--- config.mk ---
export PLATFORM = sky130hd
export DESIGN_NAME = isa_camac_bridge
export DESIGN_NICKNAME = d
export VERILOG_FILES = /design/src/rtl/isa_camac_bridge.sv
export SDC_FILE = /design/constraint.sdc
export NUM_CORES = 1
export LEC_CHECK = 0
export CAP_MARGIN = 20
export CORE_ASPECT_RATIO = 1.1
export CORE_UTILIZATION = 54
export CTS_BUF_LIST = sky130_fd_sc_hd__clkbuf_4
export DETAILED_ROUTE_END_ITERATION = 6
export PLACE_DENSITY = 0.82
export SETUP_SLACK_MARGIN = 0.2
export SLEW_MARGIN = 20
export SYNTH_ARGS = -nofsm -noshare
export SYNTH_HDL_FRONTEND = slang
export SYNTH_SLANG_ARGS = --single-unit
--- constraint.sdc ---
create_clock -name isa_clk -period 3.26 [get_ports isa_clk]
set_input_delay 0.326 -clock isa_clk [delete_from_list [all_inputs] [get_ports isa_clk]]
set_output_delay 0.326 -clock isa_clk [all_outputs]
set_load 0.01 [all_outputs]
--- src/rtl/isa_camac_bridge.sv ---
// ISA I/O slave that maps 8-bit port accesses onto 16-bit CAMAC dataway cycles.
// Latency: CAMAC cycle starts one clock after the registered strobe falling edge; wait states until ack or timeout.
// Backpressure: isa_chrdy is held low from SETUP through HOLD; strobe edges seen outside IDLE are ignored.
module isa_camac_bridge #(
    parameter logic [9:0]  BASE_ADDR      = 10'h106,
    parameter int          NUM_CH         = 4,
    parameter logic [11:0] CB_ADDR_BASE   = 12'h000,
    parameter int          STROBE_CYCLES  = 2,
    parameter int          TIMEOUT_CYCLES = 64
) (
    input  logic        isa_clk,
    input  logic        isa_reset,
    input  logic        isa_ior,
    input  logic        isa_iow,
    input  logic        isa_ale,
    input  logic        isa_aen,
    input  logic [9:0]  isa_addr,
    input  logic [7:0]  isa_data_in,
    output logic [7:0]  isa_data_out,
    output logic        isa_data_oe,
    output logic        isa_chrdy,
    output logic        isa_irq,
    output logic [11:0] cb_addr,
    output logic        cb_cx1,
    output logic        cb_b_b1,
    input  logic [15:0] cb_data_in,
    output logic [15:0] cb_data_out,
    input  logic        cb_zk4,
    input  logic        cb_prr
);

    typedef enum logic [2:0] {S_IDLE, S_SETUP, S_STROBE, S_WAIT, S_HOLD, S_DONE} state_t;

    localparam logic [9:0]  STAT_OFF = 10'(2 * NUM_CH);
    localparam logic [15:0] STB_LAST = 16'(STROBE_CYCLES - 1);
    localparam logic [15:0] TMO_LAST = 16'(TIMEOUT_CYCLES - 1);

    state_t      state_q, state_d;
    logic [9:0]  addr_q;
    logic        ior_q, ior_p_q, iow_q, iow_p_q, aen_q;
    logic        prr_q, prr_p_q;
    logic [7:0]  stage_q, hi_q, dout_q;
    logic [11:0] cba_q;
    logic [15:0] cbd_q;
    logic        wr_q, rd_act_q, rd_pass_q, tmo_err_q, prr_pend_q;
    logic [15:0] stb_cnt_q, tmo_cnt_q;

    // Address decode and event qualification
    logic [9:0] off;
    logic [2:0] ch;
    logic       hit, is_stat, is_hi, idle;
    logic       rd_fall, wr_fall, go_rd, go_wr, wr_lo, rd_hi, rd_stat;
    logic       ack, tmo, released;

    assign off      = addr_q - BASE_ADDR;
    assign ch       = off[3:1];
    assign hit      = !aen_q && (addr_q >= BASE_ADDR) && (off <= STAT_OFF);
    assign is_stat  = (off == STAT_OFF);
    assign is_hi    = off[0];
    assign idle     = (state_q == S_IDLE);
    // A falling edge on one strobe only counts while the other strobe is inactive.
    assign rd_fall  = ior_p_q & ~ior_q & iow_q;
    assign wr_fall  = iow_p_q & ~iow_q & ior_q;
    assign go_rd    = idle & rd_fall & hit & ~is_stat & ~is_hi;
    assign go_wr    = idle & wr_fall & hit & ~is_stat & is_hi;
    assign wr_lo    = idle & wr_fall & hit & ~is_stat & ~is_hi;
    assign rd_hi    = idle & rd_fall & hit & ~is_stat & is_hi;
    assign rd_stat  = idle & rd_fall & hit & is_stat;
    assign ack      = (state_q == S_WAIT) & ~cb_zk4;
    assign tmo      = (state_q == S_WAIT) & cb_zk4 & (tmo_cnt_q == TMO_LAST);
    assign released = ior_q & iow_q;

    // FSM state register
    always_ff @(posedge isa_clk or negedge isa_reset) begin
        if (!isa_reset) state_q <= S_IDLE;
        else            state_q <= state_d;
    end

    // FSM next-state logic
    always_comb begin
        state_d = state_q;
        case (state_q)
            S_IDLE:   if (go_rd || go_wr) state_d = S_SETUP;
            S_SETUP:  state_d = S_STROBE;
            S_STROBE: if (stb_cnt_q == STB_LAST) state_d = S_WAIT;
            S_WAIT:   if (ack || tmo) state_d = S_HOLD;
            S_HOLD:   state_d = S_DONE;
            S_DONE:   if (released) state_d = S_IDLE;
            default:  state_d = S_IDLE;
        endcase
    end

    // FSM outputs: strobe, write drive and wait-state control
    always_comb begin
        cb_cx1    = (state_q == S_STROBE);
        cb_b_b1   = wr_q & (state_q inside {S_SETUP, S_STROBE, S_WAIT, S_HOLD});
        isa_chrdy = !(state_q inside {S_SETUP, S_STROBE, S_WAIT, S_HOLD});
    end

    // Strobe length and acknowledge timeout counters (timeout counts from STROBE entry)
    always_ff @(posedge isa_clk or negedge isa_reset) begin
        if (!isa_reset) begin
            stb_cnt_q <= '0;
            tmo_cnt_q <= '0;
        end else begin
            stb_cnt_q <= (state_q == S_STROBE) ? stb_cnt_q + 16'd1 : '0;
            tmo_cnt_q <= (state_q inside {S_STROBE, S_WAIT}) ? tmo_cnt_q + 16'd1 : '0;
        end
    end

    // Bus input sampling: address latch, strobe edge pipeline, service request edge
    always_ff @(posedge isa_clk or negedge isa_reset) begin
        if (!isa_reset) begin
            addr_q  <= '0;
            ior_q   <= 1'b1;
            ior_p_q <= 1'b1;
            iow_q   <= 1'b1;
            iow_p_q <= 1'b1;
            aen_q   <= 1'b0;
            prr_q   <= 1'b1;
            prr_p_q <= 1'b1;
        end else begin
            if (isa_ale) addr_q <= isa_addr;
            ior_q   <= isa_ior;
            ior_p_q <= ior_q;
            iow_q   <= isa_iow;
            iow_p_q <= iow_q;
            aen_q   <= isa_aen;
            prr_q   <= cb_prr;
            prr_p_q <= prr_q;
        end
    end

    // Transfer datapath: staging byte, CAMAC address/data, read latches and status flags
    always_ff @(posedge isa_clk or negedge isa_reset) begin
        if (!isa_reset) begin
            stage_q    <= '0;
            hi_q       <= '0;
            dout_q     <= '0;
            cba_q      <= '0;
            cbd_q      <= '0;
            wr_q       <= 1'b0;
            rd_act_q   <= 1'b0;
            rd_pass_q  <= 1'b0;
            tmo_err_q  <= 1'b0;
            prr_pend_q <= 1'b0;
        end else begin
            if (wr_lo) stage_q <= isa_data_in;
            if (go_rd || go_wr) begin
                cba_q <= CB_ADDR_BASE + 12'(ch);
                wr_q  <= go_wr;
            end
            if (go_wr) cbd_q <= {isa_data_in, stage_q};
            if (ack && !wr_q) begin
                dout_q <= cb_data_in[7:0];
                hi_q   <= cb_data_in[15:8];
            end else if (tmo && !wr_q) begin
                dout_q <= 8'hFF;
                hi_q   <= 8'hFF;
            end else if (rd_hi) begin
                dout_q <= hi_q;
            end else if (rd_stat) begin
                dout_q <= {5'b0, prr_pend_q, tmo_err_q, !idle};
            end
            // Decoded read tracking drives the data bus enable until the strobe releases.
            if (go_rd || rd_hi || rd_stat) begin
                rd_act_q  <= 1'b1;
                rd_pass_q <= rd_hi | rd_stat;
            end else if (ior_q) begin
                rd_act_q  <= 1'b0;
                rd_pass_q <= 1'b0;
            end
            if (tmo)          tmo_err_q <= 1'b1;
            else if (rd_stat) tmo_err_q <= 1'b0;
            if (prr_p_q && !prr_q) prr_pend_q <= 1'b1;
            else if (rd_stat)      prr_pend_q <= 1'b0;
        end
    end

    assign isa_data_oe  = rd_act_q & ~ior_q & (rd_pass_q | (state_q == S_DONE));
    assign isa_data_out = dout_q;
    assign isa_irq      = prr_pend_q;
    assign cb_addr      = cba_q;
    assign cb_data_out  = cbd_q;

endmodule

==> summary.md <==
| Metric | Value |
|---|---|
| Xor and xnor fraction of the mapped netlist area | 3.96% |
| Category of the critical setup timing path | flop to flop |
| Area of the die | 0.00899 mm2 |
| Setup Slack @ Placement | 0.253 ns |
| Number of synthesized flops with an enable pin | 0 |
| Sinks on the clock net | 100 |
| Pin count of the biggest net entering global routing | 69 |
| Share of synthesized area spent on multiplexers | 9.10% |
| Part of the total power dissipated in sequential elements | 51.6% |
| Setup WS post-layout | 0.296 ns |
| Wirelength, routed | 9270 um |
| Adder-Cell Fraction of Synth Area | 1.35% |
| Initial core utilization | 55.6% |
| Placed insts | 590 |
| Cell Area, Synth | 0.00465 mm2 |
| Root Buffer Master | clkbuf_4 |
| Result of the run | finished clean |
| Diodes inserted | 0 |
| Maximum fanout along the worst path | 7 |
| Worst IR drop on VDD | 0.000457 V |
| Per-instance average area after synthesis | 11.1 um2 |
| Worst-case headroom to the max-slew limit | 44.6% |
| Setup skew after layout | 0.0168 ns |
| Worst Max-Slew Pin Slew | 0.830 ns |
| Synth async-reset ratio | 100% |
| GR Util All Layers | 21.2% |
| Clock tree from TritonCTS | yes |
| Number of buffer cells added on primary ports | 73 |
| Clock-pin slew on the worst setup and hold paths | 0.17 ns |
| Internal power | 2.02 mW |
| Total setup buffers inserted after CTS | 0 |
| Max-capacitance violation count | 0 |
| Initial antenna violation count | 0 |
| Area share of and/or/nand/nor cells after synthesis | 17.4% |
| Setup TNS Final | 0 ns |
| Share of total power consumed by net switching | 33.2% |
| Residual DRC count | 0 |
| Routed via count | 3367 |
| Combinational cell fraction of total power | 27.2% |
| Final number of max-transition violations | 0 |
| Required time of the worst setup path | 3.63 ns |
| CTS buffer count | 9 |
| Achievable frequency | 337 MHz |
| Post-detailed-route wirelength per cell | 15.3 um |
| Worst Path Arrival | 3.33 ns |
| Yosys warnings | 0 |
| Power dissipated by switching net loads | 1.00 mW |
| Number of routed nets with antenna violations | 0 |
| Share of total power in the clock network | 21.2% |
| DRC marker count from the first detailed-route iteration | 142 |
| Signed area change from the synthesized netlist to the final layout | 20.9% |
| Final setup violation count | 0 |
| Static Leak | 2.44 nW |
| Number of nets in the finished design | 538 |
| Layout cell share with drive strength beyond 1 | 18.1% |
| Dpl hpwl | 6510 um |
| Via count of the first global-routing pass | 3182 |
| CTS max path bufs | 2 |
| Worst-Skew Late Latency | 0.46 ns |
| Most frequently used cell type in the post-synthesis netlist | dfrtp_1 |
| Time the final worst path needs with I/O delays and setup | 2.96 ns |
| Proportion of synthesized chip area in sequential cells | 54.0% |
| CTS H-Tree Depth | 3 |
| Compound-cell area share of the yosys netlist | 9.80% |
| CP Capture Type | flop |
| Post-synth top flop | dfrtp_1 |
| Chip height | 99.3 um |
| Final instance count without filler cells | 607 |
| Classification of the worst-slack hold path | input port to flop |
| Wire length of the first global-routing pass | 15100 um |
| Synth top cells by count | dfrtp_1 (94), nor2_1 (43), mux2_2 (34) |
| Number of distinct standard cells referenced by the synthesized netlist | 63 |
| Top-level I/O count | 83 |
| Register bit total from synthesis | 100 |
| Cell accounting for the most synthesized area | dfrtp_1 |
| Cells taking the most area after synthesis | dfrtp_1 (51%), mux2_2 (8.2%), nor2_1 (3.5%) |
| Vias per cell | 5.55 |
| Final GP Congestion | 0.870 |
| Final Hold Vio Count | 0 |
| PwrDens | 537 mW/mm2 |
| Remaining global-route overflow | 0 |
| Core ar. | 0.00836 mm2 |
| Chip width | 90.5 um |
| Length of the first detailed-routing pass in iterations | 5 |
| Launching element type of the critical path | flop |
| Setup repair after global routing missed its margin | no |
| Number of placement rows | 35 |
| Dominant combinational cell family by area after synthesis | simple AND/OR/NAND/NOR gates |
| Post-Syn Instances | 418 |
| Period utilisation layout | 90.9% |
| Share of the synthesized area in the top cell type | 50.6% |
## layout make-up
cell class | instances | area (um2)
multi-input combinational | 288 | 2010
sequential | 100 | 2510
timing repair buffer | 79 | 776
clock inverter | 7 | 73.8
inverter | 13 | 48.8
fill | 652 | 2740
clock buffer | 9 | 67.6
tap | 111 | 139
## power groups by stage
| stage | sequential [mW] | clock (mW) | combinational [mW] |
|---|---|---|---|
| after global placement | 1.57 | 0 | 0.800 |
| after floorplan | 1.54 | 0 | 0.542 |
| after detailed placement | 1.58 | 0 | 0.817 |
| final | 1.56 | 0.641 | 0.820 |
| after CTS | 1.55 | 0.657 | 0.824 |
| after global routing | 1.58 | 0.701 | 0.909 |
## layer usage
layer  vias up  track usage, %  share of wire (%)
li1       1615               -                  -
met1      1649            27.9                 45
met2        86            34.5                 48
met3        17            3.82                4.1
met4         0            9.55                2.6
met5         -               0                  0
## metrics by stage
| stage | util (%) | power, mW | cell area [um2] | hold WS, ns |
|---|---|---|---|---|
| floorplan | - | 2.08 | 4680 | 0.0304 |
| global placement | 65.0 | 2.37 | 5440 | 0.357 |
| detailed placement | 65.0 | 2.39 | 5440 | 0.360 |
| CTS | 66.8 | 3.03 | 5590 | 0.249 |
| global route | 67.2 | 3.19 | 5620 | 0.240 |
| finish | 67.2 | 3.02 | 5620 | 0.250 |
## sequential cells by signal (all words and copies together), names as in the netlist, 3 cells and up
signal	count
cb_data_out	16
stb_cnt_q	16
tmo_cnt_q	16
addr_q	10
hi_q	8
isa_data_out	8
stage_q	8
cb_addr	3
state_q	3
## cells by family after synthesis
kind of cell | after synthesis
multiplexers | 37
flip-flops | 100
adder cells (fa/ha/maj) | 5
other | 1
AND/OR/NAND/NOR | 151
buffers and inverters | 38
XOR/XNOR | 21
AO/OA/AOI/OAI | 65
## path summary, 6_finish.rpt
kind / from / to / slack (ns) / depth (start not counted)
setup / recovery: addr_q[3]$_DFFE_PN0P_ / cb_addr[1]$_DFFE_PN0P_ / 0.30 / 7
hold / removal: cb_prr / prr_q$_DFF_PN1_ / 0.25 / 1
hold reg to reg: prr_q$_DFF_PN1_ / prr_p_q$_DFF_PN1_ / 0.38 / 0
min in group asynchronous: isa_reset / isa_data_out[6]$_DFFE_PN0P_ / 0.49 / 2
setup reg to reg: addr_q[3]$_DFFE_PN0P_ / cb_addr[1]$_DFFE_PN0P_ / 0.30 / 7
max in group asynchronous: isa_reset / iow_p_q$_DFF_PN1_ / 1.95 / 3
## worst max-delay path, cell delays in order, from the launching register on
cell	delay, ns
dfrtp_1	0.48
or3_4	0.43
or4b_2	0.67
a32oi_2	0.32
nand3_2	0.16
or2_2	0.33
nand2_1	0.13
mux2_2	0.35
## cell usage in the layout, fill, tap and decap left out, types with 3 or more instances in the layout
| cell | synthesis | layout |
|---|---|---|
| dfrtp_1 | 94 | 94 |
| clkdlybuf4s50_1 | 0 | 72 |
| nor2_1 | 43 | 42 |
| mux2_2 | 34 | 34 |
| nand2_1 | 25 | 25 |
| o21ai_0 | 19 | 19 |
| a21oi_1 | 16 | 16 |
| nand3_1 | 15 | 14 |
| xor2_1 | 14 | 14 |
| inv_1 | 13 | 13 |
| or3_1 | 9 | 9 |
| conb_1 | 1 | 9 |
| clkbuf_4 | 0 | 9 |
| and3_1 | 8 | 8 |
| o22a_1 | 8 | 8 |
| xnor2_1 | 7 | 7 |
| nand4_1 | 6 | 6 |
| nor4_1 | 6 | 6 |
| buf_4 | 11 | 6 |
| dfstp_2 | 6 | 6 |
| o2bb2ai_1 | 5 | 5 |
| ha_1 | 5 | 5 |
| nor2b_1 | 4 | 4 |
| or2_2 | 3 | 3 |
| nand2b_1 | 4 | 3 |
| nand3b_1 | 3 | 3 |
| inv_6 | 0 | 3 |
## what timing repair did
action                                  CTS  global route
endpoints found under the hold margin    64             0
hold buffers                              1             0
endpoints found under the setup margin    0            11
resized for setup                         0             6
(Power assumes the default switching activity.)
